## src/rtl/alu_pkg.sv

```systemverilog
// alu_pkg: shared definitions for the ALU add sequencer.
//   DATA_W   datapath width
//   op_e     request opcodes (ADD/SUB/ADC/MUL)
//   state_e  sequencer FSM states
package alu_pkg;

    localparam int unsigned DATA_W = 16;

    typedef enum logic [1:0] {
        OP_ADD = 2'b00,
        OP_SUB = 2'b01,
        OP_ADC = 2'b10,
        OP_MUL = 2'b11
    } op_e;

    typedef enum logic [1:0] {
        ST_IDLE = 2'b00,
        ST_EXEC = 2'b01,
        ST_MUL  = 2'b10,
        ST_DONE = 2'b11
    } state_e;

endpackage

```

## src/rtl/adder16_cin.sv

```systemverilog
// adder16_cin: 16-bit ripple-carry adder with carry-in.
// Ports:
//   x, y  in   addends
//   cin   in   carry into bit 0
//   sum   out  x + y + cin, modulo 2^16
//   c16   out  carry out of bit 15
//   c15   out  carry into bit 15 (for signed-overflow detection)
module adder16_cin
    import alu_pkg::*;
(
    input  logic [DATA_W-1:0] x,
    input  logic [DATA_W-1:0] y,
    input  logic              cin,
    output logic [DATA_W-1:0] sum,
    output logic              c16,
    output logic              c15
);

    logic [DATA_W:0] c;

    always_comb begin
        c    = '0;
        sum  = '0;
        c[0] = cin;
        for (int unsigned i = 0; i < DATA_W; i++) begin
            sum[i]   = x[i] ^ y[i] ^ c[i];
            c[i+1]   = (x[i] & y[i]) | (c[i] & (x[i] ^ y[i]));
        end
        c16 = c[DATA_W];
        c15 = c[DATA_W-1];
    end

endmodule

```

## src/rtl/alu_add_sequencer.sv

```systemverilog
// alu_add_sequencer: drives the single adder16_cin to execute ADD, SUB, ADC
// and (optionally) 16-iteration shift-add unsigned MUL.
// Configuration macro: ALU_SEQ_MUL_EN
//   defined   - op 11 runs MUL, op_err is always 0
//   undefined - op 11 returns zeros with op_err=1; no MUL counter/hi register
// Ports:
//   clk, rst            clock, asynchronous active-high reset
//   in_valid/in_ready   request handshake (ready only in IDLE)
//   op, a, b            opcode and operands, latched on accept
//   out_valid/out_ready result handshake; outputs held until accepted
//   res_lo, res_hi      result (res_hi only non-zero for MUL)
//   flag_v/c/n/z        overflow, carry, true sign, zero
//   op_err              request was not executable
module alu_add_sequencer
    import alu_pkg::*;
#(
    parameter logic        CARRY_RST = 1'b0,
    parameter int unsigned MUL_ITERS = 16
) (
    input  logic              clk,
    input  logic              rst,
    input  logic              in_valid,
    output logic              in_ready,
    input  logic [1:0]        op,
    input  logic [DATA_W-1:0] a,
    input  logic [DATA_W-1:0] b,
    output logic              out_valid,
    input  logic              out_ready,
    output logic [DATA_W-1:0] res_lo,
    output logic [DATA_W-1:0] res_hi,
    output logic              flag_v,
    output logic              flag_c,
    output logic              flag_n,
    output logic              flag_z,
    output logic              op_err
);

    if (MUL_ITERS != DATA_W) begin : g_iters_chk
        $error("alu_add_sequencer: MUL_ITERS must equal 16");
    end

    state_e            state_q, state_d;
    op_e               op_q, op_d;
    logic [DATA_W-1:0] a_q, a_d, b_q, b_d;
    logic              carry_q, carry_d;
    logic [DATA_W-1:0] res_lo_q, res_lo_d;
    logic              flag_v_q, flag_v_d, flag_c_q, flag_c_d;
    logic              flag_n_q, flag_n_d, flag_z_q, flag_z_d;
    logic              op_err_q, op_err_d;

`ifdef ALU_SEQ_MUL_EN
    localparam int unsigned CNT_W = $clog2(MUL_ITERS + 1);
    logic [DATA_W-1:0] res_hi_q, res_hi_d;
    logic [CNT_W-1:0]  cnt_q, cnt_d;
    logic [DATA_W-1:0] mul_acc;
    logic              mul_c;
`endif

    logic [DATA_W-1:0] add_x, add_y, add_sum;
    logic              add_cin, add_c16, add_c15;
    logic              add_v;

    adder16_cin u_adder (
        .x   (add_x),
        .y   (add_y),
        .cin (add_cin),
        .sum (add_sum),
        .c16 (add_c16),
        .c15 (add_c15)
    );

    assign add_v = add_c16 ^ add_c15;

    // Adder operand steering: MUL iterations add A into the hi accumulator,
    // otherwise the latched opcode selects the ADD/SUB/ADC form.
    always_comb begin
        add_x   = a_q;
        add_y   = b_q;
        add_cin = 1'b0;
`ifdef ALU_SEQ_MUL_EN
        if (state_q == ST_MUL) begin
            add_x = res_hi_q;
            add_y = a_q;
        end else
`endif
        begin
            case (op_q)
                OP_SUB: begin
                    add_y   = ~b_q;
                    add_cin = 1'b1;
                end
                OP_ADC:  add_cin = carry_q;
                default: add_cin = 1'b0;
            endcase
        end
    end

    always_comb begin
        state_d  = state_q;
        op_d     = op_q;
        a_d      = a_q;
        b_d      = b_q;
        carry_d  = carry_q;
        res_lo_d = res_lo_q;
        flag_v_d = flag_v_q;
        flag_c_d = flag_c_q;
        flag_n_d = flag_n_q;
        flag_z_d = flag_z_q;
        op_err_d = op_err_q;
`ifdef ALU_SEQ_MUL_EN
        res_hi_d = res_hi_q;
        cnt_d    = cnt_q;
        mul_c    = 1'b0;
        mul_acc  = res_hi_q;
`endif
        case (state_q)
            ST_IDLE: begin
                if (in_valid) begin
                    op_d    = op_e'(op);
                    a_d     = a;
                    b_d     = b;
                    state_d = ST_EXEC;
`ifdef ALU_SEQ_MUL_EN
                    if (op_e'(op) == OP_MUL) begin
                        res_hi_d = '0;
                        res_lo_d = b;
                        cnt_d    = '0;
                        state_d  = ST_MUL;
                    end
`endif
                end
            end
            ST_EXEC: begin
                state_d  = ST_DONE;
                op_err_d = 1'b0;
`ifdef ALU_SEQ_MUL_EN
                res_hi_d = '0;
`endif
                if (op_q == OP_MUL) begin
                    // Only reachable without MUL support: report an error, keep carry.
                    res_lo_d = '0;
                    flag_v_d = 1'b0;
                    flag_c_d = 1'b0;
                    flag_n_d = 1'b0;
                    flag_z_d = 1'b0;
                    op_err_d = 1'b1;
                end else begin
                    res_lo_d = add_sum;
                    flag_v_d = add_v;
                    flag_c_d = add_c16;
                    flag_n_d = add_sum[DATA_W-1] ^ add_v;
                    flag_z_d = (add_sum == '0);
                    carry_d  = add_c16;
                end
            end
            ST_MUL: begin
`ifdef ALU_SEQ_MUL_EN
                if (res_lo_q[0]) begin
                    mul_c   = add_c16;
                    mul_acc = add_sum;
                end
                res_hi_d = {mul_c, mul_acc[DATA_W-1:1]};
                res_lo_d = {mul_acc[0], res_lo_q[DATA_W-1:1]};
                cnt_d    = cnt_q + 1'b1;
                if (cnt_q == CNT_W'(MUL_ITERS - 1)) begin
                    state_d  = ST_DONE;
                    op_err_d = 1'b0;
                    flag_c_d = (res_hi_d != '0);
                    flag_v_d = (res_hi_d != '0);
                    flag_n_d = res_hi_d[DATA_W-1];
                    flag_z_d = ({res_hi_d, res_lo_d} == '0);
                end
`else
                state_d = ST_IDLE;
`endif
            end
            ST_DONE: begin
                if (out_ready) state_d = ST_IDLE;
            end
            default: state_d = ST_IDLE;
        endcase
    end

    always_ff @(posedge clk or posedge rst) begin
        if (rst) begin
            state_q  <= ST_IDLE;
            op_q     <= OP_ADD;
            a_q      <= '0;
            b_q      <= '0;
            carry_q  <= CARRY_RST;
            res_lo_q <= '0;
            flag_v_q <= 1'b0;
            flag_c_q <= 1'b0;
            flag_n_q <= 1'b0;
            flag_z_q <= 1'b0;
            op_err_q <= 1'b0;
        end else begin
            state_q  <= state_d;
            op_q     <= op_d;
            a_q      <= a_d;
            b_q      <= b_d;
            carry_q  <= carry_d;
            res_lo_q <= res_lo_d;
            flag_v_q <= flag_v_d;
            flag_c_q <= flag_c_d;
            flag_n_q <= flag_n_d;
            flag_z_q <= flag_z_d;
            op_err_q <= op_err_d;
        end
    end

`ifdef ALU_SEQ_MUL_EN
    always_ff @(posedge clk or posedge rst) begin
        if (rst) begin
            res_hi_q <= '0;
            cnt_q    <= '0;
        end else begin
            res_hi_q <= res_hi_d;
            cnt_q    <= cnt_d;
        end
    end
    assign res_hi = res_hi_q;
`else
    assign res_hi = '0;
`endif

    assign in_ready  = (state_q == ST_IDLE);
    assign out_valid = (state_q == ST_DONE);
    assign res_lo    = res_lo_q;
    assign flag_v    = flag_v_q;
    assign flag_c    = flag_c_q;
    assign flag_n    = flag_n_q;
    assign flag_z    = flag_z_q;
    assign op_err    = op_err_q;

endmodule

```

## config.mk

```make
export PLATFORM = sky130hd
export DESIGN_NAME = alu_add_sequencer
export DESIGN_NICKNAME = d
export VERILOG_FILES = /design/src/rtl/alu_pkg.sv /design/src/rtl/adder16_cin.sv /design/src/rtl/alu_add_sequencer.sv
export SDC_FILE = /design/constraint.sdc
export NUM_CORES = 1
export LEC_CHECK = 0
export ABC_AREA = 1
export BUFFER_PORTS_ARGS = -buffer_cell sky130_fd_sc_hd__buf_2
export CAP_MARGIN = 20
export CORE_UTILIZATION = 47
export DETAILED_ROUTE_END_ITERATION = 12
export GPL_TIMING_DRIVEN = 0
export PLACE_DENSITY_LB_ADDON = 0.08
export SLEW_MARGIN = 0
export SYNTH_ARGS = -nofsm -noshare
export SYNTH_HDL_FRONTEND = slang
export SYNTH_SLANG_ARGS = --single-unit
export TNS_END_PERCENT = 50
```

## constraint.sdc

```tcl
create_clock -name clk -period 9.7 [get_ports clk]
set_clock_uncertainty 0.1 [all_clocks]
set_input_delay 1.94 -clock clk [delete_from_list [all_inputs] [get_ports clk]]
set_output_delay 1.94 -clock clk [all_outputs]
set_load 0.1 [all_outputs]
```

==> key figures <==
Logic synthesis
  – Cell Area, Synth: 2990 sq um
  – Most common library cells after synthesis: 78 x nand2_1, 58 x dfrtp_1, 33 x nand3_1, 20 x buf_4
  – Yosys Warn Count: 0
  – Cell taking the most area after synthesis: dfrtp_1
  – Gate Count Post-Synth: 289
  – Asr flop ratio synth: 100%
  – Mean post-synth cell area: 10.4 sq um
  – Synth top area cells: dfrtp_1 48%, fa_1 11%, nand2_1 9.8%
  – Most common cell in the synthesized netlist: nand2_1
  – Area share of the largest cell type after synthesis: 48.5%
  – Number of synthesized flops with an enable pin: 0
  – Yosys reg bits: 58
  – Netlist cell types: 23
  – Seq/Total Area, Yosys: 48.5%
  – Top FF cell, synth: dfrtp_1

Floorplanning
  – FP Rows: 28
  – Chip height: 81.8 um
  – # IOs: 77
  – Die X: 81.8 um
  – Die area: 6690 sq um
  – Core area: 6030 sq um
  – Starting Density: 49.7%

Critical path
  – Launching element of the worst setup path: op_q[1]
  – CP bufs+invs: 3
  – Worst reg2reg path depth: 26
  – Most Frequent Cell on Critical Path: fa_1
  – Family with the most delay on the worst path: adder cells
  – Worst EP required: 9.88 ns
  – CP Class: flip-flop to flip-flop
  – Reg2reg start: op_q[1]
  – Slowest stage delay, CP: 0.47 ns
  – Crit start category: flip-flop
  – Stages on worst setup path: 26
  – Slowest CP cell: fa_1
  – Arr. time, crit path: 8.51 ns
  – Crit-path max FO: 10
  – R2r setup slk: 1.37 ns
  – FF-to-FF End: flag_z
  – Worst setup path endpoint: flag_z
  – CP endpoint kind: flip-flop

Timing
  – Final worst path period need: 8.33 ns
  – Slew Limit Headroom: 59.4%
  – Fin crit share: 85.9%
  – Slew @ Worst Pin: 0.608 ns
  – Fmax: 120 MHz
  – Setup Viol. Count Final: 0
  – Final Max Slew Viols: 0
  – Final Hold Viols: 0
  – Setup TNS: 0 ns
  – WHS: 0.388 ns
  – RSZ-0062 raised after global routing: no

Outcome
  – Outcome: complete, no violations

Clocking
  – Htree depth: 3
  – TritonCTS clock tree: yes
  – Clk root buf: clkbuf_8
  – Clk_lat worst skew: 0.34 ns
  – CTS resizes: 0
  – Clock buffer depth: 2
  – Worst-path clk slew: 0.07 ns
  – Post-cts hold buffer count: 0
  – Clk sinks: 58
  – Post-CTS Setup Repair Bufs: 0
  – CTS Buf Count: 9

Placement
  – Post-DP HPWL: 4.61 mm
  – GP Congestion: 0.786
  – I/O Buffers: 59
  – Area post-placement: 3460 sq um

GRT
  – Initial antenna violation count: 0
  – GRT overflow: 0
  – First-pass GRT wire length: 10.1 mm
  – GRT Util Overall: 21.4%
  – Largest net degree at the start of global routing: 32
  – Vias in the first global route: 2031

Drt
  – Drt total wl: 6.12 mm
  – Avg Vias per Cell: 4.63
  – Routed len/inst: 13.4 um
  – Routed Antenna Nets: 0
  – Drt drc: 0
  – Vias post-DR: 2107
  – Starting DRT DRC Count: 102
  – Drt pass-1 iters: 4

Finish
  – Design Area, Final: 3660 sq um
  – Area grow syn2layout: 22.2%
  – Fin util: 60.7%
  – Layout cells sized above 1: 29.2%
  – Nets: 433
  – Number of antenna diodes: 0

Worst hold path
  – Hold crit path type: flip-flop to flip-flop

Job
  – Number of max-cap violations: 0
[area by class of cell]
cell class | count | area, sq um
plain buffers | 32 | 233
clock buffers | 14 | 163
clock inverters | 2 | 35.0
fillers | 549 | 2370
inverters | 7 | 26.3
multi-input cells | 207 | 1340
flip-flops and latches | 58 | 1450
well taps | 75 | 93.8
repair buffers | 60 | 315
[state kept, by name (all words and copies together), names as in the netlist]
register  flops
flag_c        1
state_q       2
op_err        1
flag_n        1
flag_z        1
op_q          2
res_lo       16
a_q          16
flag_v        1
b_q          16
carry_q       1
[how the worst min path moves through the flow]
stage                 start      end  slack [ns]  cells after the start
finish               flag_c   flag_c        0.39                      2
global route         b_q[0]   b_q[0]        0.41                      2
CTS                  flag_c   flag_c        0.39                      2
detailed placement   flag_c   flag_c        0.37                      2
global placement     flag_c   flag_c        0.36                      2
floorplan           carry_q  carry_q        0.34                      2
[worst reg2reg max path: cells and delay by family, from the launching register on]
kind	cells	cell delay, ns
adders and majority gates	17	6.66
and+or+nand+nor	5	0.42
buffers and inverters	3	0.58
xor gates and xnor gates	1	0.11
DFF	1	0.41
[logic make-up after synthesis]
kind of cell / Yosys count / synth area share, %
flip-flops: 58 / 48.5
AND/OR/NAND/NOR: 132 / 19.3
XOR/XNOR: 17 / 4.97
other: 1 / 0.125
AO/OA/AOI/OAI: 22 / 5.81
buffers and inverters: 39 / 8.65
adder cells (fa/ha/maj): 20 / 12.6
[metal layers]
layer  global-route usage, %  vias up  share of wire (%)
li1                        -     1069                  -
met1                    30.3      971                 50
met2                    30.2       58                 43
met3                    5.56        9                4.5
met4                    10.7        0                2.0
met5                       0        -                  0
[through the flow]
step / std cells / setup slack (ns)
after floorplan: 304 / 1.83
after global placement: 438 / 1.42
after detailed placement: 439 / 1.40
after CTS: 455 / 1.37
after global routing: 455 / 1.07
final: 455 / 1.37
[cells in the final DEF (no fill, tap or decap), drive strengths merged, types with 16 or more instances in the layout]
cell / Yosys / routed
clkbuf: 2 / 16
buf: 30 / 90
conb: 1 / 16
a22o: 17 / 17
dfrtp: 58 / 58
fa: 17 / 17
xor2: 16 / 16
nand2: 81 / 81
nand3: 34 / 34
nor2: 16 / 16
Power is not shown: default switching activity piles up to over one toggle a cycle in this logic, so the estimate is an artifact.
